[config.mk]
export PLATFORM = sky130hd
export DESIGN_NAME = wallace_mult_pipe
export DESIGN_NICKNAME = d
export VERILOG_FILES = /design/src/rtl/wallace_pkg.sv /design/src/rtl/fullAdder.sv /design/src/rtl/halfAdder.sv /design/src/rtl/wallace_reduce_level.sv /design/src/rtl/wallace_mult_pipe.sv
export SDC_FILE = /design/constraint.sdc
export NUM_CORES = 1
export LEC_CHECK = 0
export CAP_MARGIN = 20
export CORE_ASPECT_RATIO = 2
export CORE_MARGIN = 10
export CORE_UTILIZATION = 59
export CTS_BUF_LIST = sky130_fd_sc_hd__clkbuf_8
export DETAILED_ROUTE_END_ITERATION = 10
export PLACE_DENSITY = 0.86
export SLEW_MARGIN = 20
export SYNTH_ARGS = -nofsm -noshare
export SYNTH_HDL_FRONTEND = slang
export SYNTH_SLANG_ARGS = --single-unit
[constraint.sdc]
create_clock -name clk -period 5.5 [get_ports clk]
set_input_delay 0.55 -clock clk [delete_from_list [all_inputs] [get_ports clk]]
set_output_delay 0.55 -clock clk [all_outputs]
set_load 0.02 [all_outputs]
[src/rtl/wallace_pkg.sv]
// Shared limits and elaboration helpers for the Wallace multiplier.
// Tree depth and pipeline-register placement are derived here.
package wallace_pkg;

  localparam int WIDTH_MIN = 4;
  localparam int WIDTH_MAX = 32;
  localparam int PIPE_MIN  = 1;
  localparam int PIPE_MAX  = 3;

  function automatic int latency(input int stages);
    return stages;
  endfunction

  function automatic int next_rows(input int r);
    return 2 * (r / 3) + r % 3;
  endfunction

  function automatic int num_levels(input int r);
    int n;
    int x;
    n = 0;
    x = r;
    while (x > 2) begin
      x = next_rows(x);
      n++;
    end
    return n;
  endfunction

  function automatic int rows_at(input int r, input int l);
    int x;
    x = r;
    for (int i = 0; i < l; i++) x = next_rows(x);
    return x;
  endfunction

  // Nonzero S: register S-1 (1-based S) sits in front of level l.
  function automatic int stage_at(input int l, input int levels,
                                  input int stages);
    int s;
    s = 0;
    for (int k = 0; k < stages - 1; k++)
      if (((k + 1) * levels) / stages == l) s = k + 1;
    return s;
  endfunction

endpackage

[src/rtl/fullAdder.sv]
// One-bit full adder cell.
// Used by the reduction levels and the final adder.
module fullAdder (
  input  logic a,
  input  logic b,
  input  logic cin,
  output logic sum,
  output logic cout
);
  assign sum  = a ^ b ^ cin;
  assign cout = (a & b) | (cin & (a ^ b));
endmodule

[src/rtl/halfAdder.sv]
// One-bit half adder cell.
// Seeds the carry chain of the final adder.
module halfAdder (
  input  logic a,
  input  logic b,
  output logic sum,
  output logic cout
);
  assign sum  = a ^ b;
  assign cout = a & b;
endmodule

[src/rtl/wallace_reduce_level.sv]
// One Wallace level: every group of three rows becomes sum + carry.
// Leftover rows pass through; rows past the live count are zero.
module wallace_reduce_level
  import wallace_pkg::*;
#(
  parameter int W2   = 16,
  parameter int NR   = 9,
  parameter int R_IN = 9
) (
  input  logic [NR-1:0][W2-1:0] rows_i,
  output logic [NR-1:0][W2-1:0] rows_o
);

  localparam int NG    = R_IN / 3;
  localparam int NL    = R_IN % 3;
  localparam int R_OUT = next_rows(R_IN);

  logic [NG-1:0] unused_cy;
  logic          unused_rows;

  for (genvar g = 0; g < NG; g++) begin : g_csa
    logic [W2-1:0] s;
    logic [W2-1:0] c;
    for (genvar k = 0; k < W2; k++) begin : g_bit
      fullAdder u_fa (
        .a   (rows_i[3*g][k]),
        .b   (rows_i[3*g+1][k]),
        .cin (rows_i[3*g+2][k]),
        .sum (s[k]),
        .cout(c[k])
      );
    end
    assign rows_o[2*g]   = s;
    assign rows_o[2*g+1] = {c[W2-2:0], 1'b0};
    assign unused_cy[g]  = c[W2-1];
  end

  for (genvar r = 0; r < NL; r++) begin : g_pass
    assign rows_o[2*NG+r] = rows_i[3*NG+r];
  end

  for (genvar r = R_OUT; r < NR; r++) begin : g_zero
    assign rows_o[r] = '0;
  end

  // Carries out of the top column fall outside the 2*WIDTH result.
  assign unused_rows = ^{unused_cy, rows_i};

endmodule

[src/rtl/wallace_mult_pipe.sv]
// Pipelined Wallace-tree multiplier, unsigned or Baugh-Wooley signed.
// A single advance enable moves every stage together.
module wallace_mult_pipe
  import wallace_pkg::*;
#(
  parameter int WIDTH       = 8,
  parameter int PIPE_STAGES = 2,
  parameter int TAG_W       = 4
) (
  input  logic               clk,
  input  logic               rst_n,
  input  logic               in_valid,
  output logic               in_ready,
  input  logic [WIDTH-1:0]   a,
  input  logic [WIDTH-1:0]   b,
  input  logic               is_signed,
  input  logic [TAG_W-1:0]   in_tag,
  output logic               out_valid,
  input  logic               out_ready,
  output logic [2*WIDTH-1:0] out,
  output logic [TAG_W-1:0]   out_tag
);

  localparam int W2  = 2 * WIDTH;
  localparam int NR  = WIDTH + 1;
  localparam int NLV = num_levels(NR);
  localparam int LAT = latency(PIPE_STAGES);

  if (WIDTH < WIDTH_MIN || WIDTH > WIDTH_MAX) begin : g_bad_width
    $error("wallace_mult_pipe: WIDTH must be 4..32");
  end
  if (PIPE_STAGES < PIPE_MIN || PIPE_STAGES > PIPE_MAX) begin : g_bad_pipe
    $error("wallace_mult_pipe: PIPE_STAGES must be 1..3");
  end

  typedef logic [NR-1:0][W2-1:0] rows_t;

  rows_t pp;
  rows_t lvl [NLV+1];
  rows_t cur [NLV+1];

  logic             en;
  logic [LAT-1:0]   st_vld;
  logic [LAT-1:0]   st_sgn;
  logic [TAG_W-1:0] st_tag [LAT];

  logic [W2-1:0]    sum;
  logic [W2-1:0]    cy;
  logic             unused_bits;

  logic             out_valid_q, out_valid_d;
  logic [W2-1:0]    out_q, out_d;
  logic [TAG_W-1:0] out_tag_q, out_tag_d;

  assign en       = !out_valid_q || out_ready;
  assign in_ready = en;

  // Row WIDTH carries the Baugh-Wooley correction ones.
  always_comb begin
    pp = '0;
    for (int i = 0; i < WIDTH; i++)
      for (int j = 0; j < WIDTH; j++)
        pp[i][i+j] = (a[j] & b[i]) ^
          (is_signed & ((i == WIDTH-1) != (j == WIDTH-1)));
    if (is_signed) begin
      pp[WIDTH][WIDTH]  = 1'b1;
      pp[WIDTH][W2-1]   = 1'b1;
    end
  end

  assign lvl[0]    = pp;
  assign st_vld[0] = in_valid;
  assign st_sgn[0] = is_signed;
  assign st_tag[0] = in_tag;

  for (genvar l = 0; l <= NLV; l++) begin : g_lvl
    localparam int S = stage_at(l, NLV, PIPE_STAGES);
    if (S != 0) begin : g_reg
      rows_t            rows_q, rows_d;
      logic             vld_q, vld_d;
      logic             sgn_q, sgn_d;
      logic [TAG_W-1:0] tag_q, tag_d;

      always_comb begin
        rows_d = rows_q;
        vld_d  = vld_q;
        sgn_d  = sgn_q;
        tag_d  = tag_q;
        if (en) begin
          rows_d = lvl[l];
          vld_d  = st_vld[S-1];
          sgn_d  = st_sgn[S-1];
          tag_d  = st_tag[S-1];
        end
      end

      always_ff @(posedge clk or negedge rst_n) begin
        if (!rst_n) begin
          rows_q <= '0;
          vld_q  <= 1'b0;
          sgn_q  <= 1'b0;
          tag_q  <= '0;
        end else begin
          rows_q <= rows_d;
          vld_q  <= vld_d;
          sgn_q  <= sgn_d;
          tag_q  <= tag_d;
        end
      end

      assign cur[l]    = rows_q;
      assign st_vld[S] = vld_q;
      assign st_sgn[S] = sgn_q;
      assign st_tag[S] = tag_q;
    end else begin : g_wire
      assign cur[l] = lvl[l];
    end

    if (l < NLV) begin : g_red
      wallace_reduce_level #(
        .W2  (W2),
        .NR  (NR),
        .R_IN(rows_at(NR, l))
      ) u_lvl (
        .rows_i(cur[l]),
        .rows_o(lvl[l+1])
      );
    end
  end

  halfAdder u_ha (
    .a   (cur[NLV][0][0]),
    .b   (cur[NLV][1][0]),
    .sum (sum[0]),
    .cout(cy[0])
  );

  for (genvar k = 1; k < W2; k++) begin : g_cpa
    fullAdder u_fa (
      .a   (cur[NLV][0][k]),
      .b   (cur[NLV][1][k]),
      .cin (cy[k-1]),
      .sum (sum[k]),
      .cout(cy[k])
    );
  end

  assign unused_bits = ^{cy[W2-1], cur[NLV][NR-1:2], st_sgn};

  always_comb begin
    out_valid_d = out_valid_q;
    out_d       = out_q;
    out_tag_d   = out_tag_q;
    if (en) begin
      out_valid_d = st_vld[LAT-1];
      out_d       = sum;
      out_tag_d   = st_tag[LAT-1];
    end
  end

  always_ff @(posedge clk or negedge rst_n) begin
    if (!rst_n) begin
      out_valid_q <= 1'b0;
      out_q       <= '0;
      out_tag_q   <= '0;
    end else begin
      out_valid_q <= out_valid_d;
      out_q       <= out_d;
      out_tag_q   <= out_tag_d;
    end
  end

  assign out_valid = out_valid_q;
  assign out       = out_q;
  assign out_tag   = out_tag_q;

endmodule

# After elaboration in Yosys (flattened, before gate mapping)
# Cells that the tools add are included.
classes:
  n_mux: 1
  bitwise_logic: 364
  reduce_logical: 2
ops:
  columns: ["op", "count"]
  rows:
  - ["$and 1x1->1", 182]
  - ["$xor 1x1->1", 135]
  - ["$or 1x1->1", 47]
  - ["$logic_not 1->1", 1]
  - ["$logic_or 1x1->1", 1]
  - ["$mux 1", 1]
word_totals:
  inputBits: 25
  out_inout_bits: 22
  register_bits: 67
  wordCells: 376

# Logic depth before layout (Yosys ltp)
# Gate-level depths: netlist (run 1).
depth:
  ltp_word: 24
  depth_mapped: 19
  mapped_depth_nobuf: 19

# By module
# A second synthesis (run 1) with hierarchy kept.
hier_totals:
  hier_cells: 1009
  hier_area_um2: 13008.7
by_module_without_submodules:
  columns: ["module", "seq_area_each_um2", "n_inst", "cells_each", "area_per_inst_um2"]
  rows:
  - ["wallace_mult_pipe", 4254.1, 1, 443, 7180.6]
  - ["fullAdder", 0.0, 127, 1, 20.0]
  - ["wallace_reduce_level at g_lvl[2].g_red.u_lvl ...", 0.0, 2, 114, 852.1]
  - ["wallace_reduce_level at g_lvl[1].g_red.u_lvl", 0.0, 1, 113, 844.6]
  - ["wallace_reduce_level at g_lvl[0].g_red.u_lvl", 0.0, 1, 97, 724.4]
  - ["halfAdder", 0.0, 1, 1, 12.5]

# Worst setup path after synthesis (run 1)
# OpenSTA, ideal clock, no wires.
synth_timing:
  path_type: "reg-to-reg"
  start: "register g_lvl[2].g_reg.rows_q, in the netlist cur[293]"
  end: "register out_q[15], in the netlist out[15]"
  synth_period_minus_slack_ns: 4.673
  setup_slack_ns: 0.827
  setup_ns: 0.126
  stages_incl_launch_ff: 20
  required_time_ns: 5.374
  n_path_buf: 0
  t_arrival_ns: 4.547
  cell_sequence: "dfrtp_1 -> inv_1 -> fa_1 -> inv_1 -> ha_1 -> ha_1 -> inv_1 -> fa_1 -> fa_1 -> fa_1 -> fa_1 -> inv_1 -> fa_1 -> fa_1 -> fa_1 -> fa_1 -> fa_1 -> xnor2_1 -> xnor2_1 -> a21oi_1"
synth_via:
  elab_chain_cells: 24
  word_cells_on_any_way: 33
  cone_classes: "bitwise: 33"
synth_rtl:
  columns: ["element", "line_no", "rtl"]
  rows:
  - ["start: declaration", "wallace_mult_pipe.sv:79", "rows_t rows_q, rows_d;"]
  - ["start signal: assignment", "wallace_mult_pipe.sv:104", "rows_q <= rows_d;"]
  - ["$xor 1x1->1", "fullAdder.sv:10, fullAdder.sv:11", null]
  - ["$and 1x1->1", "fullAdder.sv:11", "assign cout = (a & b) | (cin & (a ^ b));"]
  - ["$or 1x1->1", "fullAdder.sv:11", null]
  - ["$xor 1x1->1", "fullAdder.sv:10", "assign sum = a ^ b ^ cin;"]
  - ["$xor 1x1->1", "fullAdder.sv:11", null]
  - ["$and 1x1->1", "fullAdder.sv:11", null]
  - ["$or 1x1->1", "fullAdder.sv:11", null]
  - ["$and 1x1->1", "fullAdder.sv:11", null]
  - ["[8 not listed]", null, null]
  - ["$or 1x1->1 *", "fullAdder.sv:11", null]
  - ["$and 1x1->1 *", "fullAdder.sv:11", null]
  - ["$or 1x1->1 *", "fullAdder.sv:11", null]
  - ["$and 1x1->1 *", "fullAdder.sv:11", null]
  - ["$or 1x1->1 *", "fullAdder.sv:11", null]
  - ["$and 1x1->1 *", "fullAdder.sv:11", null]
  - ["$or 1x1->1 *", "fullAdder.sv:11", null]
  - ["$xor 1x1->1 *", "fullAdder.sv:10", null]
  - ["end signal: assignment", "wallace_mult_pipe.sv:168", "out_q <= out_d;"]
  - ["end: declaration", "wallace_mult_pipe.sv:52", "logic [W2-1:0] out_q, out_d;"]
# Every way passes the cells marked *; elsewhere a longest branch is shown, timed or not.
# A chain may end at the register's enable or synchronous reset.

# Worst setup path after layout (run 1)
# Same ends and word-level chain as after synthesis.

==> results of run 1 <==
power by group through the flow:
stage / logic (mW) / registers [mW] / clock network (mW)
floorplan: 0.681 / 0.776 / 0
global placement: 1.09 / 0.708 / 0
detailed placement: 1.13 / 0.716 / 0
CTS: 1.14 / 0.710 / 0.417
global route: 1.25 / 0.723 / 0.438
finish: 1.11 / 0.709 / 0.406
flip-flops by register name (all words and copies together) (netlist names):
register           cells
g_lvl.g_reg.vld_q      1
out_valid              1
out                   16
out_tag                4
g_lvl.g_reg.tag_q      4
cur                   41
worst paths after layout:
| check | start | end | depth (start not counted) |
|---|---|---|---|
| max reg2reg | cur[293] | out[15] | 19 |
| min reg2reg | g_lvl[2].g_reg.vld_q | out_valid | 1 |
| max in group asynchronous | rst_n | cur[351] | 2 |
| max | cur[293] | out[15] | 19 |
| min | rst_n | cur[326] | 2 |
| min in group clk | g_lvl[2].g_reg.vld_q | out_valid | 1 |
synthesized netlist by cell type:
| master | count |
|---|---|
| o21ai_0 | 8 |
| nand3_1 | 1 |
| nand2_1 | 33 |
| buf_2 | 7 |
| dfrtp_1 | 67 |
| fa_1 | 46 |
| mux2_4 | 17 |
| nand2b_4 | 1 |
| a21oi_1 | 11 |
| nand2b_1 | 1 |
| a21oi_2 | 7 |
| inv_1 | 51 |
| clkbuf_1 | 3 |
| ha_1 | 24 |
| and2_1 | 37 |
| xor2_1 | 3 |
| nor2_1 | 18 |
| mux2_2 | 24 |
| buf_6 | 4 |
| xnor2_1 | 14 |
cell usage in the layout (no fill, tap or decap), drive strengths merged:
cell type	n
clkinv	4
fa	46
nand2b	2
nand2	33
xnor2	14
ha	24
clkbuf	9
bufinv	1
nor2	18
a21oi	18
clkdlybuf4s50	45
inv	53
buf	3
nand3	1
o21ai	8
and2	37
xor2	3
mux2	41
dfrtp	67
critical path, stage by stage (launching register included):
cell and delay [ns]:
dfrtp_1 0.35, inv_1 0.06, fa_1 0.53, inv_1 0.04, ha_1 0.28, ha_1 0.19, inv_1 0.06, fa_1 0.18
fa_1 0.20, fa_1 0.21, fa_1 0.17, inv_1 0.05, fa_1 0.44, fa_1 0.40, fa_1 0.40, fa_1 0.39
fa_1 0.38, xnor2_1 0.21, xnor2_1 0.14, a21oi_1 0.08
routing by layer:
layer	vias to the layer above	track usage	wire length, µm
met3	27	0.0440	313
met5	-	0	0
met2	52	0.325	5470
met1	1393	0.149	2840
met4	0	0.0962	430
li1	1260	-	-
through the flow:
| step | area, µm² | utilization | setup slack [ns] |
|---|---|---|---|
| after floorplan | 4460 | - | 0.827 |
| final | 5150 | 0.704 | 0.575 |
| after CTS | 5150 | 0.704 | 0.526 |
| after global placement | 4950 | 0.677 | 0.650 |
| after global routing | 5150 | 0.704 | 0.289 |
| after detailed placement | 4950 | 0.677 | 0.520 |
cells by family after synthesis:
kind of cell,count (synthesis),share of synthesized area
simple gates,91,0.100
fa+ha+maj,70,0.274
mux,41,0.118
compound gates,26,0.0351
xor+xnor,17,0.0334
buf+inv,65,0.0634
flops,67,0.376
layout make-up:
type | count | area [µm²]
Multi-Input combinational cell | 245 | 2500
Sequential cell | 67 | 1680
Clock inverter | 7 | 75.1
Timing Repair Buffer | 48 | 470
Fill cell | 519 | 2170
Tap cell | 92 | 115
Clock buffer | 9 | 124
Inverter | 51 | 191
==> results.cfg, run 1 <==
[pwr]
p_int_mw = 1.42
ir_drop_mv = 0.368
powerDensity_nw_per_um2 = 432
comb_power_share = 0.499
p_sw_mw = 0.807
total_power_mw = 2.22
swShare = 0.363
pwr-share-clk = 0.183
leakagePower_nw = 2.43
power_frac_seq = 0.319

[run]
max_cap_viol_count = 0

[clock_network]
cts_setup_buffers = 0
cts_buffer_depth = 2
cts_made_buffers = 9
post_cts_resized = 0
cts_root_buffer = clkbuf_8
cts_tree = built
hold_buffers = 0
h-tree-depth = 3
path_clk_slew_ns = 0.07
worstSkewPairLatency_ns = 0.35
numClockSinks = 67

[floorplan]
die_w_um = 81.5
io_pins = 47
die_area_um2 = 11600
initial_core_util = 0.609
dieHeight_um = 143
fp.coreArea_um2 = 7320
row_count = 44

[layout]
finalNonFillerCells = 519
syn2layout_area_growth_pct = 15.5
fin_nets = 517
diodes = 0
drive_gt1_frac = 0.159

[grt]
grt_pass1_vias = 3045
grt_max_degree = 93
grt_usage = 0.170
antenna_found_initial = 0
grt_pass1_wl_um = 14600
overflow = 0

[yosys]
syn-cell-area_um2 = 4460
synth_top_area_cell = dfrtp_1
yosys_warnings = 0
ys_ff_latch = 67
avgSynthCellArea_um2 = 11.8
synth_cell_types = 20
syn_nets = 472
synth_cells = 377
synth_area_leaders = dfrtp_1 (38%), fa_1 (21%), ha_1 (6.7%), mux2_2 (6.1%), mux2_4 (5.7%)
synth_seq_area_share = 0.376
yosys.area.top_type_share = 0.376

[sta]
worst_slew_pin_slew_ns = 1.09
drv_slew = 0
slew_headroom = 0.275
holdWs_ns = 0.355
finalSetupViolCount = 0
rsz0062_at_grt = no
finalHoldViolations = 0
period_minus_slack_ns = 4.92
fmax_mhz = 203
timing.setup.tns_ns = 0
period_share = 0.895
skew_ns = 0.00909

[critical_path]
critPathCaptureType = flop
worstSetupPathType = flop to flop
critPathLaunchType = flop
cp.required_ns = 5.69
cp_max_fo = 2
crit_arrival_ns = 5.11
rrSetupSlack_ns = 0.58

[route]
drt_pass1_iterations = 4
drt-vias-per-instance = 5.26
route.detailed.drc = 0
vias = 2732
postRouteWirelength_um = 9050
routedWlPerCell_um = 17.4
drtAntennaViolNets = 0
dr.first_iter.drc_count = 169

[placement]
dp.cells = 503
gp_congestion = 0.849
dp_hpwl_um = 7000
port_buffers = 46

[run_status]
status = complete, no violations

[worst_hold_path]
hold_path.class = input pin to async pin
(Power assumes the default switching activity.)
==> inputs of run 2 (changes only) <==
==> constraint.sdc (replaced) <==
create_clock -name clk -period 5.5 [get_ports clk]
set_input_delay 0.55 -clock clk [delete_from_list [all_inputs] [get_ports clk]]
set_output_delay 0.55 -clock clk [all_outputs]
set_load 0.01 [all_outputs]
==> results of run 2 <==
The final DEF is identical to that of run 1. Status: complete, no violations.
Among the figures that moved: total power 2.22 mW -> 2.18 mW; worst IR drop on VDD 0.368 mV -> 0.354 mV
==> inputs of run 3 (changes only) <==
--- a/config.mk
+++ b/config.mk
@@ -16,3 +16,4 @@
 export SYNTH_ARGS = -nofsm -noshare
 export SYNTH_HDL_FRONTEND = slang
 export SYNTH_SLANG_ARGS = --single-unit
+export TNS_END_PERCENT = 10
==> constraint.sdc (replaced) <==
create_clock -name clk -period 4.7 [get_ports clk]
set_input_delay 0.47 -clock clk [delete_from_list [all_inputs] [get_ports clk]]
set_output_delay 0.47 -clock clk [all_outputs]
set_load 0.01 [all_outputs]
==> run 3 against run 2 <==
- core utilization grew 0.62 points
- sequential power grew 18%
- power up 19%
- routed wire length up 4.9%
- die area unchanged
- first-iteration DRC count fell by 26%
- worst hold slack worse by 0.074 ns
- sequential share of layout area is 0.28 points lower
- critical endpoint unchanged
==> results.cfg, run 3 (same netlist as run 1, synthesis figures left out) <==
[grt]
grt_use_met3 = 0.0321
grt_pass1_vias = 3201
antenna_found_initial = 0
grt.busiest_layer = met2
overflow = 0
grt_usage = 0.181
use_met1 = 0.163
grt_max_degree = 68
grt_use_met2 = 0.348
grt_pass1_wl_um = 15600

[sta]
rsz0062_at_grt = yes
fmax_mhz = 218
finalHoldViolations = 0
worst_slew_pin_slew_ns = 0.835
period_share = 0.975
skew_ns = 0.0125
slew_headroom = 0.443
drv_slew = 0
period_minus_slack_ns = 4.58
timing.setup.tns_ns = 0
finalSetupViolCount = 0

[clock_network]
path_clk_slew_ns = 0.08
cts_tree = built
cts_made_buffers = 9
h-tree-depth = 3
numClockSinks = 67
cts_root_buffer = clkbuf_8
worstSkewPairLatency_ns = 0.36
cts_buffer_depth = 2
hold_buffers = 0

[floorplan]
initial_core_util = 0.609
fp.coreArea_um2 = 7320
row_count = 44
io_pins = 47
die_w_um = 81.5
dieHeight_um = 143
die_area_um2 = 11600

[route]
routedWlPerCell_um = 18.3
drt_pass1_iterations = 4
vias = 2762
drt-vias-per-instance = 5.31
dr.first_iter.drc_count = 125
route.detailed.drc = 0
postRouteWirelength_um = 9490
drtAntennaViolNets = 0

[run_status]
status = complete, no violations

[layout]
multi_input_comb_area_um2 = 2550
fin_nets = 518
layout_commonest_cell = dfrtp_1
drive_gt1_frac = 0.194
fin_area_um2 = 5200
syn2layout_area_growth_pct = 16.6
diodes = 0
final_cell_mix = dfrtp_1 (67), inv_1 (49), clkdlybuf4s50_1 (45), and2_1 (37), fa_1 (37)
seq_area_um2 = 1680
fillerInstances = 494
largest_reg_flops = 41
final_util = 0.710

[critical_path]
critPathLaunchType = flop
critPathCaptureType = flop
cp_max_fo = 2
rr_worst_depth = 19
worstSetupPathType = flop to flop
cp.required_ns = 4.92
crit_arrival_ns = 4.80

[placement]
dp_hpwl_um = 7260
port_buffers = 46
gp_congestion = 0.847
placed_area_um2 = 4950

[run]
max_cap_viol_count = 0

[pwr]
ir_drop_mv = 0.479
leakagePower_nw = 2.41
powerDensity_nw_per_um2 = 498

[worst_hold_path]
hold_path.class = input pin to async pin
==> run 3: cell count changes in the layout (fill, tap and decap cells not counted), sizes merged <==
cell,change
clkinvlp,+3
buf,+1
clkinv,-4
bufinv,-1
clkbuf,+2
==> run 3: where the power goes <==
| group | total, mW | switching [mW] | leakage, nW | internal [mW] |
|---|---|---|---|---|
| registers | 0.834 | 0.0946 | 0.807 | 0.739 |
| clock network | 0.436 | 0.220 | 0.0902 | 0.216 |
| logic | 1.32 | 0.601 | 1.52 | 0.715 |
| total | 2.59 | 0.916 | 2.41 | 1.67 |
==> run 3: layout make-up <==
type                       instances  share of cell area
clock buffer                      11              0.0291
clock inverter                     5             0.00578
sequential                        67               0.323
inverter                          51              0.0368
multi-input combinational        245               0.492
timing repair buffer              49              0.0920
tap                               92              0.0221
==> run 3: per-layer routing <==
layer,wire length (µm),vias up
met5,0,-
met4,425,0
met3,401,28
met2,5770,72
met1,2890,1400
li1,-,1262
==> run 3: worst paths after layout <==
check | start | endpoint | slack (ns)
setup / recovery | cur[293] | out[15] | 0.12
hold / removal | rst_n | cur[310] | 0.28
setup reg to reg | cur[293] | out[15] | 0.12
hold reg to reg | g_lvl[2].g_reg.vld_q | out_valid | 0.48
max in group asynchronous | rst_n | out[0] | 3.86
min in group clk | g_lvl[2].g_reg.vld_q | out_valid | 0.48
==> run 3: timing repair <==
item,CTS,global route
pin swaps,15,6
resized for setup,17,0
hold endpoints to repair,0,0
endpoints found under the setup margin,2,2
setup buffers,0,1
==> run 3: critical path, stage by stage (launching register included) <==
cell     delay, ns
dfrtp_1       0.38
inv_1         0.07
fa_1          0.54
inv_2         0.05
ha_4          0.22
ha_4          0.15
inv_2         0.05
fa_2          0.21
fa_2          0.21
fa_2          0.20
fa_2          0.20
inv_2         0.04
fa_2          0.33
fa_2          0.35
fa_2          0.34
fa_2          0.35
fa_2          0.36
xnor2_2       0.15
xnor2_1       0.17
a21oi_1       0.08
==> run 3: metrics by stage <==
step	instances	hold WS (ns)	worst slack [ns]	total power, mW
after floorplan	377	0.174	0.0287	1.65
after global placement	503	0.439	-0.133	2.04
after detailed placement	503	0.467	-0.332	2.11
after CTS	519	0.326	-0.0228	2.63
after global routing	520	0.357	-0.0427	2.81
final	520	0.280	0.119	2.59
